### src/rtl/fifo_addr_gen.sv
// rtl/fifo_addr_gen.sv - head-pointer address generator for a circular in-memory FIFO
module fifo_addr_gen #(
  parameter int ADDR_W = 64,
  parameter int LEN_W  = 32
) (
  input  logic              clk,
  input  logic              rst_n,
  input  logic              cfg_valid_i,
  input  logic [ADDR_W-1:0] cfg_base_i,
  input  logic [LEN_W-1:0]  cfg_len_i,
  input  logic [1:0]        cfg_size_i,
  input  logic              stop_i,
  input  logic [LEN_W-1:0]  prod_ptr_i,
  output logic              addr_valid_o,
  output logic [ADDR_W-1:0] addr_o,
  output logic [1:0]        size_o,
  input  logic              addr_ready_i,
  output logic [LEN_W-1:0]  head_ptr_o,
  output logic [LEN_W-1:0]  issued_cnt_o,
  output logic              busy_o
);

  typedef enum logic [1:0] {
    S_IDLE  = 2'd0,
    S_RUN   = 2'd1,
    S_DRAIN = 2'd2
  } state_t;

  state_t            r_state;
  state_t            w_state_nxt;
  logic [ADDR_W-1:0] r_base;
  logic [LEN_W-1:0]  r_len;
  logic [1:0]        r_size;
  logic [LEN_W-1:0]  r_head;
  logic [LEN_W-1:0]  r_cnt;
  logic              r_valid;
  logic [ADDR_W-1:0] r_addr;

  logic              w_xfer;
  logic              w_empty;
  logic              w_slot_free;
  logic              w_load;
  logic              w_start;
  logic [ADDR_W-1:0] w_addr;
  logic [LEN_W-1:0]  w_head_nxt;

  assign w_xfer      = r_valid && addr_ready_i;
  assign w_empty     = (r_head == prod_ptr_i);
  assign w_slot_free = !r_valid || addr_ready_i;
  assign w_addr      = r_base + (ADDR_W'(r_head) << r_size);
  assign w_head_nxt  = (r_head == r_len - LEN_W'(1)) ? '0 : r_head + LEN_W'(1);

  always_comb begin
    w_state_nxt = r_state;
    w_load      = 1'b0;
    w_start     = 1'b0;
    case (r_state)
      S_IDLE: begin
        if (cfg_valid_i && cfg_len_i != '0) begin
          w_start     = 1'b1;
          w_state_nxt = S_RUN;
        end
      end
      S_RUN: begin
        w_load = w_slot_free && !w_empty && !stop_i;
        // A slot being drained this cycle counts as empty, so stop goes straight to idle
        if (stop_i) w_state_nxt = w_slot_free ? S_IDLE : S_DRAIN;
      end
      S_DRAIN: begin
        if (w_xfer) w_state_nxt = S_IDLE;
      end
      default: w_state_nxt = S_IDLE;
    endcase
  end

  always_ff @(posedge clk) begin
    if (!rst_n) begin
      r_state <= S_IDLE;
      r_base  <= '0;
      r_len   <= '0;
      r_size  <= '0;
      r_head  <= '0;
      r_cnt   <= '0;
      r_valid <= 1'b0;
      r_addr  <= '0;
    end else begin
      r_state <= w_state_nxt;
      if (w_start) begin
        r_base <= cfg_base_i;
        r_len  <= cfg_len_i;
        r_size <= cfg_size_i;
        r_head <= '0;
        r_cnt  <= '0;
      end else begin
        if (w_xfer) r_cnt <= r_cnt + LEN_W'(1);
        if (w_load) begin
          r_addr <= w_addr;
          r_head <= w_head_nxt;
        end
      end
      if (w_load)      r_valid <= 1'b1;
      else if (w_xfer) r_valid <= 1'b0;
    end
  end

  assign addr_valid_o = r_valid;
  assign addr_o       = r_addr;
  assign size_o       = r_size;
  assign head_ptr_o   = r_head;
  assign issued_cnt_o = r_cnt;
  assign busy_o       = (r_state != S_IDLE);

endmodule
### config.mk
export PLATFORM = sky130hd
export DESIGN_NAME = fifo_addr_gen
export DESIGN_NICKNAME = d
export VERILOG_FILES = /design/src/rtl/fifo_addr_gen.sv
export SDC_FILE = /design/constraint.sdc
export NUM_CORES = 1
export LEC_CHECK = 0
export CAP_MARGIN = 5
export CORE_ASPECT_RATIO = 0.7
export CORE_MARGIN = 2
export CORE_UTILIZATION = 54
export CTS_BUF_LIST = sky130_fd_sc_hd__clkbuf_8
export DETAILED_ROUTE_END_ITERATION = 16
export PLACE_DENSITY = 0.8
export REMOVE_ABC_BUFFERS = 1
export SLEW_MARGIN = 0
export SYNTH_ARGS = -nofsm -noshare
export SYNTH_HDL_FRONTEND = slang
export SYNTH_SLANG_ARGS = --single-unit
### constraint.sdc
create_clock -name clk -period 4.45 [get_ports clk]
set_input_delay 0.89 -clock clk [delete_from_list [all_inputs] [get_ports clk]]
set_output_delay 0.89 -clock clk [all_outputs]
set_load 0.01 [all_outputs]
Yosys cells after proc, flatten, opt, wreduce, memory -nomap -nowiden
Cells that the tools add are included.
{ "word_totals": {"register_bits": 229, "inputBits": 135} }
{ "op_classes": {"add_sub_neg": 4, "n_eq_ne": 7, "n_shift": 1, "muxes": 11, "bitwise": 2, "n_reduce_logical": 15} }
{ "op_table": {"columns": ["operator", "count"], "rows": [
  ["32-bit by 1-bit adder with 32-bit output, second input constant", 2],
  ["64-bit adder", 1],
  ["32-bit equality test", 2],
  ["32-bit by 2-bit left shift with 64-bit output", 1],
  ["32-bit two-way mux", 1],
  ["32-bit nonzero test", 1],
  ["32-bit by 1-bit subtractor with 32-bit output, second input constant", 1],
  ["2-bit two-way mux", 4],
  ["2-bit inequality test, second input constant", 3],
  ["2-bit case mux with 3 select lines", 1],
  ["1-bit two-way mux", 5],
  ["1-bit logical AND", 4],
  ["2-bit nonzero test", 2],
  ["1-bit zero test", 3],
  ["3-bit AND reduction", 1],
  ["2-bit by 1-bit equality test with 1-bit output, second input constant", 1],
  ["2-bit equality test, second input constant", 1],
  ["2-bit zero test", 1],
  ["1-bit NOT", 2],
  ["2-bit AND reduction", 1],
  ["2-bit OR reduction", 1],
  ["1-bit logical OR", 1]
]} }

Depth between registers and ports, before layout
Gate-level depths: netlist of run 1.
{ "logic_depth": {"depth_word": 6, "mapped_depth": 16, "mapped_depth_nobuf": 14} }

Least setup slack after synthesis of run 1
No wires, ideal clock.
{ "synth_path": {"path_type": "flip-flop to flip-flop", "startpoint": "reg r_size[0], in the netlist size_o[0]", "endpoint": "reg r_addr[35], in the netlist addr_o[35]", "setup_time_ns": 0.076, "t_arrival_ns": 3.907, "path_slack_ns": 0.468, "stages_incl_launch_ff": 14, "period_less_slack_ns": 3.982, "cell_sequence": "dfxtp_1 > buf_1 > mux4_2 > ha_1 > a21oi_1 > o21ai_0 > a211o_1 > a311o_1 > o2111ai_1 > a21o_1 > clkbuf_1 > and3_1 > o21ai_0 > a21boi_0"} }
{ "synth_between": {"elab_chain_len": 2} }
{ "synth_lines": {"columns": ["element", "line", "source"], "rows": [
  ["from (decl)", "33", "logic [1:0] r_size;"],
  ["from (signal assigned)", "91", "r_size <= cfg_size_i;"],
  ["32-bit by 2-bit left shift with 64-bit output", "50", "assign w_addr = r_base + (ADDR_W'(r_head) << r_size);"],
  ["64-bit adder", "50", null],
  ["to (signal assigned)", "97", "r_addr <= w_addr;"],
  ["to (decl)", "37", "logic [ADDR_W-1:0] r_addr;"]
]} }
Every way passes these cells.
A chain may end at the register's enable or synchronous reset.

Worst setup path after layout of run 1
{ "layout_path": {"startpoint": "reg r_size[0], in the netlist size_o[0]", "endpoint": "reg r_addr[32], in the netlist addr_o[32]"} }
The elaborated chain is that of the path after synthesis.

==> impl_metrics.toml, run 1 <==
[status]
status = "finished, final reports clean"

[worst_setup_path]
r2r-start = "size_o[0]"
cp_top_family = "simple AND/OR/NAND/NOR gates"
path_cells = "buf_4 -> mux4_2 -> ha_1 -> and2_1 -> and3_1 -> a211oi_1 -> nand4b_1 -> nand2_1 -> o221ai_1 -> a32o_1 -> mux2i_1 -> or3_1"
cp_data_arrival_time_ns = 4.58
critical_path.max_fanout = 11
startpoint = "size_o[0]"
slowest_delay_ns = 0.57
startpoint_type = "flop"
critPathKind = "flop to flop"
crit_required_ns = 4.87
slowest_stage = "mux4_2"
path_buf_inv = 1
critPathCaptureType = "flop"

[synth]
synth_cell_types = 71
synth_top_area_cell = "dfxtp_1"
yosysMostFrequentCell = "nand2_1"
synth_edf_count = 0
yosys_most_used_dff = "dfxtp_1"
netlist_instances = 1625
synth_top_area_frac = 0.3395
synth_commonest_cells = "nand2_1, dfxtp_1, nor2_1, clkbuf_1, a21boi_0"
synth_area_leaders = "dfxtp_1, nand2_1, xor2_1, a21boi_0, xnor2_1"
avgSynthCellArea_um2 = 8.310
ys_seq_area_frac = 0.3395
async_flop_share = 0
yosysWarnings = 0
ys_ff_latch = 229
synth.cell_area_mm2 = 0.01350

[floorplanning]
start_util = 0.5484
chipHeight_um = 136.3
die_w_um = 193
coreArea_mm2 = 0.02462
rows = 48
ioPinCount = 267
dieArea_mm2 = 0.02631

[global_routing]
gr-usage-all-layers = 0.2989
grt_max_degree = 106
grt_pass1_vias = 11760
antenna_found_initial = 1
grt_first_pass_wirelength_um = 62050
grt_remaining_overflow = 0

[timing]
setup_violations = 0
clock_skew_ns = 0.02675
rsz0062_at_grt = "false"
finalHoldViolCount = 0
relSlewSlack = 0.2553
hold_ws_ns = 0.4647
fmax_ghz = 0.2406
post-route-period-util = 0.9340
fin_crit_ns = 4.156
maxSlewViolCount = 0
tightest_slew_ns = 1.117

[clocking]
cts_buffer_depth = 3
cts-root-buf = "clkbuf_8"
htreeDepth = 2
clkSinkCount = 229
clk_pin_slew_ns = 0.06
clk_latency_ns = 0.55
numCtsBuffers = 38
cts_tree = "built"
hold_buffers = 0

[pwr]
power_density_mw_per_mm2 = 286.8
ir_drop_v = 0.0002124
power_leakage_nw = 6.424

[cells_and_area]
post-route-util = 0.6957
areaGrowthSynthToFinish_pct = 26.86
finalNetCount = 2009
drive_gt1_frac = 0.06989

[drt]
firstDrtPassIters = 7
drtAntennaViolNets = 0
vias = 12770
viasPerCell = 5.843
drt-total-wl_um = 40030
drc = 0
drt_iter0_markers = 1122
wl_per_cell_um = 18.31

[placed_design]
place_hpwl_um = 29320
port_buffers = 266
routabilityCongestion = 0.9334

[min_path]
hp-start = "addr_o[31]"
hold_class = "flop to flop"

[job]
max_cap_violations = 0
==> per-stage QoR <==
stage / power (mW) / setup TNS [ns] / std cells / setup WS, ns / cell area, um^2
after floorplan: 2.610 / -235.31 / 1507 / -2.846 / 13030
after global placement: 2.905 / 0 / 2119 / 0.3293 / 16290
after detailed placement: 2.923 / 0 / 2119 / 0.1658 / 16290
after CTS: 4.937 / 0 / 2184 / 0.1472 / 17110
after global routing: 5.096 / 0 / 2186 / 0.07616 / 17130
final: 4.914 / 0 / 2186 / 0.2935 / 17130
==> tightest hold or removal path, cell delays in order (launching register included) <==
cell and delay (ns):
dfxtp_1 0.31, nand2_1 0.05, o22ai_1 0.06
==> power by group <==
group / internal (mW) / switching, mW
Combinational: 0.334 / 0.347
Sequential: 2.13 / 0.0794
Clock: 1.15 / 0.880
Total: 3.61 / 1.31
==> state kept, by name, indices dropped and copies added (netlist names) <==
name / count
r_state: 2
issued_cnt_o: 32
r_len: 32
addr_o: 64
head_ptr_o: 32
r_base: 64
size_o: 2
addr_valid_o: 1
==> cells by family (layout without fill, tap and decap cells) <==
logic type,count (synthesis),after routing,synth area share
other,0,1,0
flip-flops,229,229,0.3395
XOR/XNOR,182,182,0.1180
AO/OA/AOI/OAI,333,333,0.1681
AND/OR/NAND/NOR,636,636,0.2254
buffers and inverters,141,376,0.04170
adder cells (fa/ha/maj),39,39,0.03669
multiplexers,65,65,0.07051
==> layer usage <==
metal / global-route usage / up-vias / wire (um)
met5: 0 / - / 0
li1: - / 6098 / -
met4: 0.1178 / 0 / 1365
met1: 0.4318 / 6035 / 18500
met3: 0.05860 / 91 / 3376
met2: 0.4371 / 549 / 16790
==> area by class of cell <==
cell class / instances / area, um^2
Antenna cell: 1 / 2.502
Clock buffer: 48 / 660.6
Clock inverter: 17 / 158.9
Fill cell: 2018 / 7493
Inverter: 23 / 86.33
Multi-Input combinational cell: 1255 / 8379
Sequential cell: 229 / 4586
Tap cell: 325 / 406.6
Timing Repair Buffer: 288 / 2850
==> final timing paths <==
check                           slack (ns)  cells after the start    endpoint
worst max-delay path                  0.29                     12  addr_o[32]
worst min-delay path                  0.46                      2  addr_o[31]
worst max register to register        0.29                     12  addr_o[32]
worst min register to register        0.46                      2  addr_o[31]
==> cells in the final DEF, fill, tap and decap left out, types with 14 or more instances in the layout <==
cell / n
a21oi_1: 73
nor2_1: 106
a21boi_0: 103
nor3_1: 14
a211oi_1: 15
xor2_1: 97
and4_1: 14
clkbuf_8: 48
dfxtp_1: 228
nor2b_1: 36
a21o_1: 20
clkdlybuf4s50_1: 265
nor4_1: 26
mux2i_1: 40
mux4_2: 24
o21ai_0: 45
nand2_1: 284
inv_1: 29
and3_1: 23
nand4_1: 31
ha_1: 38
xnor2_1: 85
nand3_1: 42
buf_4: 21
==> repair_timing <==
item | in CTS | in global routing
setup buffers | 0 | 1
endpoints found under the setup margin | 0 | 11
gates resized for setup | 0 | 7
(Power assumes the default switching activity.)
==> run 2: changes to the inputs <==
--- a/config.mk
+++ b/config.mk
@@ -8,10 +8,10 @@
 export CAP_MARGIN = 5
 export CORE_ASPECT_RATIO = 0.7
 export CORE_MARGIN = 2
-export CORE_UTILIZATION = 54
+export CORE_UTILIZATION = 58
 export CTS_BUF_LIST = sky130_fd_sc_hd__clkbuf_8
 export DETAILED_ROUTE_END_ITERATION = 16
-export PLACE_DENSITY = 0.8
+export PLACE_DENSITY = 0.88
 export REMOVE_ABC_BUFFERS = 1
 export SLEW_MARGIN = 0
 export SYNTH_ARGS = -nofsm -noshare
==> constraint.sdc (replaced) <==
create_clock -name clk -period 4.95 [get_ports clk]
set_input_delay 0.99 -clock clk [delete_from_list [all_inputs] [get_ports clk]]
set_output_delay 0.99 -clock clk [all_outputs]
set_load 0.01 [all_outputs]
==> impl_metrics.toml, run 2 (same netlist as run 1, synthesis figures left out) <==
[clocking]
cts_tree = "built"
clk_pin_slew_ns = 0.06
cts-root-buf = "clkbuf_8"
htreeDepth = 2
hold_buffers = 0
post_cts_buffers = 0
clkSinkCount = 229
numCtsBuffers = 38
cts_resized = 0
cts_buffer_depth = 3
clk_latency_ns = 0.55

[worst_setup_path]
crit_required_ns = 5.37
path_cells = "buf_4 -> mux4_2 -> ha_1 -> a21oi_1 -> o21ai_0 -> a211o_1 -> a311o_1 -> o2111ai_1 -> a21o_1 -> a2111oi_0 -> xnor2_1 -> o22ai_1"
slowest_stage = "mux4_2"
cp_data_arrival_time_ns = 5.04
cp_top_family = "compound AO/OA/AOI/OAI gates"
startpoint_type = "flop"
path_buf_inv = 1
slowest_delay_ns = 0.58
critPathCaptureType = "flop"
critical_path.max_fanout = 33
critPathKind = "flop to flop"

[drt]
firstDrtPassIters = 6
drtAntennaViolNets = 0
drt-total-wl_um = 39960
wl_per_cell_um = 18.48
drc = 0
vias = 12790
viasPerCell = 5.916
drt_iter0_markers = 1112

[floorplanning]
start_util = 0.5939
rows = 46
chipHeight_um = 131.7
die_w_um = 186.4
coreArea_mm2 = 0.02273
dieArea_mm2 = 0.02454
ioPinCount = 267

[timing]
hold_ws_ns = 0.4682
setup_violations = 0
relSlewSlack = 0.2590
maxSlewViolCount = 0
tns_ns = 0
clock_skew_ns = 0.02211
finalHoldViolCount = 0
worst_slack_ns = 0.3292
fin_crit_ns = 4.621
tightest_slew_ns = 1.112
fmax_ghz = 0.2164
rsz0062_at_grt = "false"
post-route-period-util = 0.9335

[placed_design]
place_hpwl_um = 29260
pre_cts_slack_ns = 0.4712
routabilityCongestion = 0.9415
port_buffers = 266

[global_routing]
gr-usage-all-layers = 0.3150
antenna_found_initial = 1
grt_pass1_vias = 11960
grt_first_pass_wirelength_um = 63010
grt_max_degree = 100
grt_remaining_overflow = 0

[cells_and_area]
final_cell_mix = "nand2_1, clkdlybuf4s50_1, dfxtp_1"
finalNetCount = 1997
drive_gt1_frac = 0.06436
areaGrowthSynthToFinish_pct = 26.20
layout_commonest_cell = "nand2_1"

[job]
max_cap_violations = 0

[pwr]
p_total_mw = 4.455
power_density_mw_per_mm2 = 261.4
ir_drop_v = 0.0001678
power_leakage_nw = 6.369

[status]
status = "finished, final reports clean"

[min_path]
hold_class = "flop to flop"
-- run 2: cell count changes in the layout (fill, tap and decap cells not counted), moves of 3 or more --
cell | before | now
a2111oi_0 | 2 | 6
a2111oi_1 | 3 | 0
buf_4 | 21 | 9
clkbuf_8 | 48 | 54
inv_1 | 29 | 26
-- run 2: through the flow --
step	util	cell area, um^2	std cells
after global routing	0.7496	17040	2162
final	0.7496	17040	2162
after detailed placement	0.7120	16190	2095
after global placement	0.7120	16190	2095
after CTS	0.7495	17040	2161
after floorplan	-	13030	1507
-- run 2: area by class of cell --
cell class / instances / area, um^2
inverter: 23 / 86.33
clock inverter: 12 / 108.9
multi-input combinational: 1255 / 8364
clock buffer: 54 / 743.2
sequential: 229 / 4586
antenna: 1 / 2.502
timing repair buffer: 276 / 2760
fill: 1667 / 5693
tap: 312 / 390.4
-- run 2: worst min-delay path: cells and delay by family (launching register included) --
| family | cells | cell delay [ns] |
|---|---|---|
| DFF | 1 | 0.31 |
| AOI/OAI and AO/OA | 1 | 0.06 |
| and+or+nand+nor | 1 | 0.05 |
-- run 2: layer usage --
| metal | wire, um | track usage | part of all wire |
|---|---|---|---|
| met2 | 17490 | 0.4828 | 0.44 |
| met5 | 0 | 0 | 0 |
| met3 | 3289 | 0.05182 | 0.082 |
| met1 | 17900 | 0.4442 | 0.45 |
| met4 | 1275 | 0.1209 | 0.032 |
-- run 2: path summary, 6_finish.rpt --
kind                                  from          to  slack (ns)  cells after the start
worst max register to register   size_o[0]  addr_o[63]        0.33                     12
worst max-delay path             size_o[0]  addr_o[63]        0.33                     12
worst min-delay path            addr_o[31]  addr_o[31]        0.47                      2
worst min register to register  addr_o[31]  addr_o[31]        0.47                      2
-- run 2: power breakdown --
group,internal (mW),switching [mW],leakage (nW)
Sequential,1.91,0.0708,1.86
Clock,1.07,0.791,0.456
Combinational,0.299,0.312,4.05
Total,3.28,1.17,6.37
==> run 3: changes to the inputs <==
--- a/config.mk
+++ b/config.mk
@@ -13,7 +13,6 @@
 export DETAILED_ROUTE_END_ITERATION = 16
 export PLACE_DENSITY = 0.88
 export REMOVE_ABC_BUFFERS = 1
-export SLEW_MARGIN = 0
 export SYNTH_ARGS = -nofsm -noshare
 export SYNTH_HDL_FRONTEND = slang
 export SYNTH_SLANG_ARGS = --single-unit
==> results of run 3 <==
Final layout, timing and power as in run 2 (identical DEF).
